**config.mk**
```make
export PLATFORM = sky130hd
export DESIGN_NAME = mdio_slave
export DESIGN_NICKNAME = d
export VERILOG_FILES = /design/src/rtl/mdio_pkg.sv /design/src/rtl/mdio_edge_sync.sv /design/src/rtl/mdio_slave.sv
export SDC_FILE = /design/constraint.sdc
export NUM_CORES = 1
export LEC_CHECK = 0
export ABC_CLOCK_PERIOD_IN_PS = 6560
export BUFFER_PORTS_ARGS = -buffer_cell sky130_fd_sc_hd__buf_2
export CAP_MARGIN = 20
export CORE_MARGIN = 2
export CORE_UTILIZATION = 50
export DETAILED_ROUTE_END_ITERATION = 8
export GPL_TIMING_DRIVEN = 0
export PLACE_DENSITY = 0.77
export SYNTH_ARGS = -nofsm -noshare
export SYNTH_HDL_FRONTEND = slang
export SYNTH_SLANG_ARGS = --single-unit
```
**constraint.sdc**
```tcl
create_clock -name clk_200m -period 6.56 [get_ports clk_200m]
set_input_delay 0.656 -clock clk_200m [delete_from_list [all_inputs] [get_ports clk_200m]]
set_output_delay 0.656 -clock clk_200m [all_outputs]
set_load 0.005 [all_outputs]
```
**src/rtl/mdio_pkg.sv**
```systemverilog
// mdio_pkg: frame states, opcodes and field widths shared by the Clause-22 MDIO slave.
package mdio_pkg;
    typedef enum logic [3:0] {
        IDLE,
        ST,
        OP,
        PHYAD,
        REGAD,
        WR_TA,
        WR_DATA,
        RD,
        IGNORE
    } state_t;

    localparam logic [1:0] OP_RD = 2'b10;
    localparam logic [1:0] OP_WR = 2'b01;
    localparam int OP_W = 2;
    localparam int ADDR_W = 5;
    localparam int DATA_W = 16;
    localparam int TA_W = 2;
    localparam int TAIL_LEN = 18;
endpackage

```
**src/rtl/mdio_edge_sync.sv**
```systemverilog
// mdio_edge_sync: synchronizes the MDC/MDIO pads into clk_200m and yields one-cycle
// mdc_rise/mdc_fall pulses with the matching mdio sample.
module mdio_edge_sync #(
    parameter int SYNC_STAGES = 2
) (
    input  logic clk_200m,
    input  logic rstn_200m,
    input  logic mdc,
    input  logic mdio_in,
    output logic mdio_sync,
    output logic mdc_rise,
    output logic mdc_fall
);
    logic [SYNC_STAGES-1:0] mdc_q;
    logic [SYNC_STAGES-1:0] mdio_q;
    logic mdc_d;

    always_ff @(posedge clk_200m or negedge rstn_200m) begin
        if (!rstn_200m) begin
            mdc_q     <= '0;
            mdio_q    <= '0;
            mdc_d     <= 1'b0;
            mdio_sync <= 1'b0;
            mdc_rise  <= 1'b0;
            mdc_fall  <= 1'b0;
        end else begin
            mdc_q     <= {mdc_q[SYNC_STAGES-2:0], mdc};
            mdio_q    <= {mdio_q[SYNC_STAGES-2:0], mdio_in};
            mdc_d     <= mdc_q[SYNC_STAGES-1];
            mdio_sync <= mdio_q[SYNC_STAGES-1];
            mdc_rise  <= mdc_q[SYNC_STAGES-1] & ~mdc_d;
            mdc_fall  <= ~mdc_q[SYNC_STAGES-1] & mdc_d;
        end
    end
endmodule

```
**src/rtl/mdio_slave.sv**
```systemverilog
// mdio_slave: Clause-22 MDIO management target issuing register read/write strobes.
// MDIO_PRE_SUPPRESS_EN: after a completed frame to this PHY, one idle '1' suffices as preamble.
module mdio_slave
    import mdio_pkg::*;
#(
    parameter logic [ADDR_W-1:0] PHY_ADDR = 5'd0,
    parameter int PREAMBLE_LEN = 32,
    parameter int SYNC_STAGES = 2
) (
    input  logic              clk_200m,
    input  logic              rstn_200m,
    input  logic              mdc,
    input  logic              mdio_in,
    output logic              mdio_out,
    output logic              mdio_oen,
    output logic [ADDR_W-1:0] reg_addr,
    output logic              reg_wr,
    output logic [DATA_W-1:0] reg_wdata,
    output logic              reg_rd,
    input  logic [DATA_W-1:0] reg_rdata
);
    localparam int PW = $clog2(PREAMBLE_LEN + 1);

    state_t state_q, state_n;
    logic mdio_s, rise, fall, ev, last_hdr, hdr_ok, is_rd, wr_done, rd_done, rd_q, pre_ok;
    logic [4:0] cnt;
    logic [PW-1:0] pre_cnt;
    logic [DATA_W-2:0] rx_shift;
    logic [DATA_W-1:0] shift_n, tx_shift;

    mdio_edge_sync #(.SYNC_STAGES(SYNC_STAGES)) u_sync (
        .clk_200m (clk_200m),
        .rstn_200m(rstn_200m),
        .mdc      (mdc),
        .mdio_in  (mdio_in),
        .mdio_sync(mdio_s),
        .mdc_rise (rise),
        .mdc_fall (fall)
    );

    // Every sampled bit is shifted in; at the last REGAD bit the low 12 bits are OP/PHYAD/REGAD.
    assign shift_n  = {rx_shift, mdio_s};
    assign ev       = (state_q == RD) ? fall : rise;
    assign last_hdr = rise && state_q == REGAD && cnt == 5'(ADDR_W - 1);
    assign is_rd    = shift_n[11:10] == OP_RD;
    assign hdr_ok   = (is_rd || shift_n[11:10] == OP_WR) && shift_n[9:5] == PHY_ADDR;
    assign wr_done  = rise && state_q == WR_DATA && cnt == 5'(DATA_W - 1);
    assign rd_done  = fall && state_q == RD && cnt == 5'(TAIL_LEN);

`ifdef MDIO_PRE_SUPPRESS_EN
    logic pre_seen;
    always_ff @(posedge clk_200m or negedge rstn_200m) begin
        if (!rstn_200m) pre_seen <= 1'b0;
        else if (wr_done || rd_done) pre_seen <= 1'b1;
    end
    assign pre_ok = pre_cnt == PW'(PREAMBLE_LEN) || (pre_seen && pre_cnt != '0);
`else
    assign pre_ok = pre_cnt == PW'(PREAMBLE_LEN);
`endif

    always_ff @(posedge clk_200m or negedge rstn_200m) begin
        if (!rstn_200m) state_q <= IDLE;
        else state_q <= state_n;
    end

    always_comb begin
        state_n = state_q;
        case (state_q)
            IDLE:    if (rise && !mdio_s && pre_ok) state_n = ST;
            ST:      if (rise) state_n = mdio_s ? OP : IDLE;
            OP:      if (rise && cnt == 5'(OP_W - 1)) state_n = PHYAD;
            PHYAD:   if (rise && cnt == 5'(ADDR_W - 1)) state_n = REGAD;
            REGAD:   if (last_hdr) state_n = !hdr_ok ? IGNORE : (is_rd ? RD : WR_TA);
            WR_TA:   if (rise && cnt == 5'(TA_W - 1)) state_n = WR_DATA;
            WR_DATA: if (wr_done) state_n = IDLE;
            RD:      if (rd_done) state_n = IDLE;
            IGNORE:  if (rise && cnt == 5'(TAIL_LEN - 1)) state_n = IDLE;
            default: state_n = IDLE;
        endcase
    end

    always_ff @(posedge clk_200m or negedge rstn_200m) begin
        if (!rstn_200m) begin
            mdio_out  <= 1'b0;
            mdio_oen  <= 1'b1;
            reg_addr  <= '0;
            reg_wr    <= 1'b0;
            reg_wdata <= '0;
            reg_rd    <= 1'b0;
            rd_q      <= 1'b0;
            cnt       <= '0;
            pre_cnt   <= '0;
            rx_shift  <= '0;
            tx_shift  <= '0;
        end else begin
            reg_wr <= wr_done;
            reg_rd <= last_hdr && hdr_ok && is_rd;
            rd_q   <= reg_rd;
            if (rise) rx_shift <= shift_n[DATA_W-2:0];
            if (ev) cnt <= (state_n != state_q) ? 5'd0 : cnt + 5'd1;
            if (state_q != IDLE) pre_cnt <= '0;
            else if (rise) pre_cnt <= !mdio_s ? '0 : (pre_cnt == PW'(PREAMBLE_LEN) ? pre_cnt : pre_cnt + PW'(1));
            if (last_hdr && hdr_ok) reg_addr <= shift_n[ADDR_W-1:0];
            if (wr_done) reg_wdata <= shift_n;
            // cnt holds the number of falls already seen in RD: 1 -> TA2, 2..17 -> D15..D0, 18 -> release.
            if (rd_q) tx_shift <= reg_rdata;
            else if (fall && state_q == RD && cnt >= 5'd2 && cnt <= 5'd17) tx_shift <= tx_shift << 1;
            if (fall && state_q == RD) begin
                if (cnt == 5'd1) begin
                    mdio_oen <= 1'b0;
                    mdio_out <= 1'b0;
                end else if (cnt == 5'(TAIL_LEN)) begin
                    mdio_oen <= 1'b1;
                    mdio_out <= 1'b0;
                end else if (cnt >= 5'd2) begin
                    mdio_out <= tx_shift[DATA_W-1];
                end
            end
        end
    end
endmodule

```
=== Yosys cells after proc, flatten, opt, wreduce, memory -nomap -nowiden ===
Cells that the tools add are included.

* Register bits: 80
* Word-level logic and storage cells: 98

* $add $sub $neg: 2
* $lt $le $gt $ge: 2
* Equal/unequal tests: 18
* Muxes and demuxes: 26
* Bitwise gates (word level): 4
* Reductions and logical operators: 28

{| class="wikitable"
|+ Operators with widths
! cell !! number
|-
| $mux 4 || 10
|-
| $pmux 4 s9 || 1
|-
| $mux 16 || 2
|-
| $mux 6 || 4
|-
| $eq 4x3->1 const B || 4
|-
| $logic_and 1x1->1 || 16
|-
| $eq 5x5->1 const B || 2
|-
| $eq 4x2->1 const B || 2
|-
| $add 6x1->6 const B || 1
|-
| $eq 6x6->1 const B || 1
|-
| $mux 1 || 6
|-
| $reduce_and 2->1 || 3
|-
| $reduce_bool 2->1 || 3
|-
| $add 5x1->5 const B || 1
|-
| $eq 5x1->1 const B || 1
|-
| $eq 5x3->1 const B || 1
|-
| $eq 5x4->1 const B || 1
|-
| $ge 5x2->1 const B || 1
|-
| $le 5x5->1 const B || 1
|-
| $logic_not 5->1 || 1
|-
| $mux 5 || 1
|-
| $eq 4x1->1 const B || 1
|-
| $eq 4x4->1 const B || 1
|-
| $logic_not 4->1 || 1
|-
| other kinds (11) || 14
|}

=== Longest topological paths before layout ===
* Depth in word-level cells: 8
* Depth in mapped cells: 10

=== Cells and area by module ===
Synthesis repeated with hierarchy kept, for this count alone.

* Cell total of the unflattened synthesis: 334
* Area total of the unflattened synthesis: 3744.8 um^2

{| class="wikitable"
|+ Modules (own cells, without submodules)
! module !! instances !! cells an instance !! area each (um^2) !! seq. area each (um^2)
|-
| mdio_slave || 1 || 324 || 3529.6 || 1803.0
|-
| mdio_edge_sync || 1 || 10 || 215.2 || 200.2
|}

=== Worst setup path after synthesis ===
OpenSTA, ideal clock, no wires.

* Path type: flip-flop to flip-flop
* Start point: register rx_shift[9]
* End point: register cnt[2]
* Setup time: 0.118 ns
* Data arrival time: 2.468 ns
* Path slack: 3.974 ns
* Cell stages (with the launch flop): 10
* Buffers on the path: 0
* Path through: dfrtp_1 inv_1 ha_1 or4_1 nor4_4 a211oi_1 mux2_4 o2111ai_4 o21bai_2 a21o_1

* Word-level cells in the longest chain between the ends: 8
* Elaborated cells between the ends (all ways): 10

{| class="wikitable"
|+ Ends and longest elaborated chain
! item !! RTL line !! text
|-
| start, declared || mdio_slave.sv:28 || <nowiki>logic [DATA_W-2:0] rx_shift;</nowiki>
|-
| start signal, assigned || mdio_slave.sv:99 || <nowiki>if (rise) rx_shift <= shift_n[DATA_W-2:0];</nowiki>
|-
| $eq 2x2->1 or $eq 2x1->1 (tied branches) || mdio_slave.sv:45, mdio_slave.sv:46 ||
|-
| $logic_or 1x1->1 || mdio_slave.sv:46 || <nowiki>assign hdr_ok = (is_rd || shift_n[11:10] == OP_WR) && shift_n[9:5] == PHY_ADDR;</nowiki>
|-
| $logic_and 1x1->1 || mdio_slave.sv:46 ||
|-
| $mux 4 (*) (2 in a row) || mdio_slave.sv:73 || <nowiki>REGAD: if (last_hdr) state_n = !hdr_ok ? IGNORE : (is_rd ? RD : WR_TA);</nowiki>
|-
| $pmux 4 s9 (*) || mdio_slave.sv:68 || <nowiki>case (state_q)</nowiki>
|-
| $ne 4x4->1 (*) || mdio_slave.sv:100 || <nowiki>if (ev) cnt <= (state_n != state_q) ? 5'd0 : cnt + 5'd1;</nowiki>
|-
| $mux 5 (*) || mdio_slave.sv:100 ||
|-
| end signal, assigned || mdio_slave.sv:100 ||
|-
| end, declared || mdio_slave.sv:26 || <nowiki>logic [4:0] cnt;</nowiki>
|}

Every way passes the cells marked *; elsewhere a longest branch is shown, timed or not.
A chain may end at the register's enable or synchronous reset.

=== Final worst setup path ===
Ends and elaborated chain as after synthesis.

==> results <==
- The sequential cells in the finished layout cover a total of 0.00200 mm².
- The number of buffers added for setup after CTS is 0.
- After floorplanning, the core was divided into 31 placement rows.
- For this block, the initial DRC count from the detailed router was 162.
- Yosys attributes the largest share of cell area to dfrtp_1, mux2_2, mux2i_1.
- The cell with the biggest individual delay on the critical path is or4_1.
- For this design the static power due to leakage is 1.98 nW.
- The count of unresolved DRC violations after routing is 0.
- After routing the design area is 0.00430 mm².
- The kind of capture point of the worst setup path is a register.
- The slew at the pin closest to its max-slew limit is 0.848 ns.
- The longest clock path from root to sink contains 2 buffers.
- The clock skew is 0.0112 ns.
- The worst pin sits at a relative slew slack of 42.0%.
- The largest single stage delay on the critical path is 0.58 ns.
- The number of library cell types mapped by synthesis is 57.
- Setup repair after global routing left no endpoint under its margin.
- After technology mapping, the gate count stands at 326.
- Yosys mapped a number of flops with a built-in enable equal to 0.
- The total via count in the routed design is 2615.
- The length in cells of the worst reg-to-reg path is 9.
- The maximum clock frequency is 0.334 GHz.
- From bottom edge to top edge, the die measures 90.6 µm.
- The wire-length estimate of the detail-placed layout is 5.21 mm.
- Data on the critical path arrives at its endpoint at 3.23 ns.
- In the final routed layout, each cell accounts on average for 14.7 µm.
- Hold repair after CTS inserted 0 buffers.
- The I/O pin count is 45.
- The wire length of the first global-routing pass is 12.4 mm.
- The total clock buffers created by CTS is 9.
- The number of setup violations in the final report is 0.
- IR analysis of the VDD net gives a maximum drop of 0.000173 V.
- The largest total area in the synthesized netlist belongs to dfrtp_1.
- Entering global routing, the biggest net connects 45 pins.
- The run finished with clean final reports.
- The number of iterations in the first detailed-routing pass is 4.
- Net switching is 28.0% of the power.
- The placer's final routability congestion estimate is 0.867.
- The share of cells above drive strength 1 is 30.3%.
- The initial antenna violation count came to 0.
- The most frequently used cell type in the post-synthesis netlist is dfrtp_1.
- The part of the total power dissipated in the clock network is 30.9%.
- The total of cells resized after clock tree synthesis is 0.
- STA classifies the critical path startpoint as a register.
- After synthesis, the mean cell area works out to 11.5 µm².
- The critical path goes through inv_1, ha_1, or4_1, nor4_4, a211oi_1, mux2_4, o2111ai_4, o21bai_2, a21o_1.
- Data on the critical path is required at its endpoint by 6.80 ns.
- The switching power is 0.000298 W.
- The clock-pin slew of the registers on the worst-case setup and hold paths is 0.08 ns.
- The net count of the mapped netlist is 354.
- The width of the die is 90.6 µm.
- The core region is 0.00725 mm².
- The part of the power in combinational logic is 13.8%.
- For the final routed database, the setup TNS stands at 0 ns.
- The layout overhead on the synthesized area is 14.6%.
- At the end of the flow, the number of nets in the layout was 410.
- The critical path class is register to register.
- The placed instance area is 0.00412 mm².
- Sequential cells account for 55.4% of the total power.
- The endpoint identified for the worst register-to-register timing path is cnt[2]$_DFFE_PN0P_.
- The internal power of the cells is 0.000769 W.
- The critical path ends at cnt[2]$_DFFE_PN0P_.
- The largest driver fanout on the critical path is 8.
- Power spread over the standard cell area amounts to 248 mW/mm².
- The synthesized design contains 80 register bits.
- The tightest min-delay check is of the input port to async pin type.
- The beginning of the critical path is rx_shift[9]$_DFFE_PN0P_.
- Across the run, the number of max-cap violations was 0.
- Hold timing on the final database bottoms out at a slack of 0.262 ns.
- Setup slack closes at 3.57 ns.
- Summing all multi-input logic gate instances after layout gives 0.00163 mm².
- The final max-slew violation count is 0.
- The area fraction of the dominant cell type after synthesis is 52.7%.
- For this run, the total global-route usage over all layers was measured as 18.9%.
- The maximum level of the CTS H-tree is 3.
- Global routing finished with a remaining overflow of 0.
- The initial utilization of the core area, before any placement, comes to 51.7%.
- After the flow finishes, the layout carries non-filler instances totaling 485.
- The master cell of the clock root buffer is clkbuf_8.
- The most frequently used flop master after synthesis is dfrtp_1.
- After synthesis, the most frequently instantiated cells are dfrtp_1, nand2_1, mux2_2.
- The critical path crosses 9 cells after its start point.
- The total clock sinks is 80.
- The hold violation total from the final report is 0.
- In this run, placement finished with an instance count of 470.
- The part of the Yosys area used for sequential elements is 53.4%.
- The worst path uses 45.6% of the clock period.
- Using the TritonRoute via totals, the vias-per-cell ratio works out to 5.39.
- Together, buffers and inverters on the worst path number 1.
- The number of global-route vias before repair is 2600.
- The cell area that synthesis handed to floorplanning was 0.00375 mm².
- The number of nets with antenna violations after detailed routing is 0.
- The final critical-path required period is 2.99 ns.
- The Yosys step of the flow raised 0 warnings.
- For flop-to-flop paths, the worst setup slack is 3.57 ns.
- Timing analysis after detailed placement gives a worst setup slack of 3.60 ns.
- The number of fill cells in the layout is 594.
- The beginning of the worst register-to-register path is rx_shift[9]$_DFFE_PN0P_.
- The total length of routed wires is 7.15 mm.
- In this run the tool buffered the top-level ports with 44 buffer cells.
- The area of the die is 0.00821 mm².
- TritonCTS built the clock tree.
- 0 antenna diodes ended up in the layout.
- In this design, the largest share of critical-path delay is due to simple AND/OR/NAND/NOR gates.
- The source-to-sink clock delay at the later pin of the worst-skew pair is 0.35 ns.
- Of all flip-flops after synthesis, the portion carrying an async set or reset was 100%.
worst min-delay path by stage:
stage	from	endpoint	slack (ns)	cells after the start
2_1_floorplan	u_sync.mdc_q[0]$_DFF_PN0_	u_sync.mdc_q[1]$_DFF_PN0_	0.33	0
3_3_place_gp	u_sync.mdio_q[0]$_DFF_PN0_	u_sync.mdio_q[1]$_DFF_PN0_	0.34	0
3_5_place_dp	u_sync.mdio_q[0]$_DFF_PN0_	u_sync.mdio_q[1]$_DFF_PN0_	0.34	0
4_1_cts	rstn_200m	u_sync.mdc_fall$_DFF_PN0_	0.26	1
5_1_grt	rstn_200m	rx_shift[8]$_DFFE_PN0P_	0.29	1
6_report	rstn_200m	cnt[0]$_DFFE_PN0P_	0.26	1
layout by cell type, fill, tap and decap left out, types with 2 or more instances in the layout:
| master | Yosys | layout |
|---|---|---|
| dfrtp_1 | 79 | 79 |
| buf_2 | 3 | 46 |
| nand2_1 | 37 | 37 |
| mux2_2 | 35 | 35 |
| o21ai_0 | 25 | 25 |
| mux2i_1 | 16 | 16 |
| nor2_1 | 14 | 14 |
| inv_1 | 12 | 12 |
| clkbuf_8 | 0 | 11 |
| clkbuf_1 | 9 | 9 |
| ha_1 | 8 | 8 |
| and3_1 | 6 | 6 |
| nor3_1 | 5 | 5 |
| nand4_1 | 5 | 5 |
| nor2b_1 | 4 | 4 |
| or3_1 | 4 | 4 |
| a21oi_1 | 4 | 4 |
| a21o_1 | 4 | 4 |
| nand2b_1 | 3 | 3 |
| or2_2 | 3 | 3 |
| nand3_1 | 3 | 3 |
| nor4_1 | 3 | 3 |
| o31ai_1 | 3 | 3 |
| or4_1 | 2 | 2 |
| o21bai_2 | 2 | 2 |
| a31oi_1 | 2 | 2 |
| and2_1 | 2 | 2 |
| buf_4 | 1 | 2 |
| buf_1 | 2 | 2 |
| xor2_1 | 2 | 2 |
| clkinvlp_4 | 0 | 2 |
per-stage QoR:
step	utilization [%]	total power, W
2_1_floorplan	-	0.000692
3_3_place_gp	56.5	0.000740
3_5_place_dp	56.8	0.000749
4_1_cts	59.3	0.00108
5_1_grt	59.3	0.00113
6_report	59.3	0.00107
power by group through the flow:
| stage | Sequential (W) | Combinational (W) | Clock [W] |
|---|---|---|---|
| 5_1_grt | 0.000600 | 0.000170 | 0.000361 |
| 2_1_floorplan | 0.000584 | 0.000108 | 0 |
| 6_report | 0.000591 | 0.000147 | 0.000330 |
| 3_3_place_gp | 0.000597 | 0.000143 | 0 |
| 3_5_place_dp | 0.000601 | 0.000148 | 0 |
| 4_1_cts | 0.000591 | 0.000149 | 0.000342 |
kinds of logic after synthesis:
group | Yosys count | synth area share (%)
multiplexers | 52 | 15.2
AO/OA/AOI/OAI | 55 | 10.4
buffers and inverters | 28 | 3.20
AND/OR/NAND/NOR | 100 | 14.4
flip-flops | 80 | 53.4
XOR/XNOR | 3 | 0.701
adder cells (fa/ha/maj) | 8 | 2.67
routing by layer:
layer  vias to the layer above  GRT usage (%)  share of wire [%]
li1                       1271              -                  -
met1                      1290           24.9                 46
met2                        43           29.9                 49
met3                        11           4.84                3.7
met4                         0           7.56                1.7
met5                         -              0                  0
registers in the layout, summed over array words and instances (netlist names), 2 cells and up:
signal         flops
u_sync.mdc_q       2
pre_cnt            6
u_sync.mdio_q      2
tx_shift          16
rx_shift          15
cnt                5
state_q            4
reg_addr           5
reg_wdata         16
cell type report:
class | count | area share [%]
Sequential cell | 80 | 46.6
Multi-Input combinational cell | 218 | 37.9
Timing Repair Buffer | 45 | 5.65
Clock buffer | 11 | 3.52
Tap cell | 99 | 2.88
Buffer | 16 | 1.75
Inverter | 12 | 1.05
Clock inverter | 4 | 0.670
(Power assumes the default switching activity.)
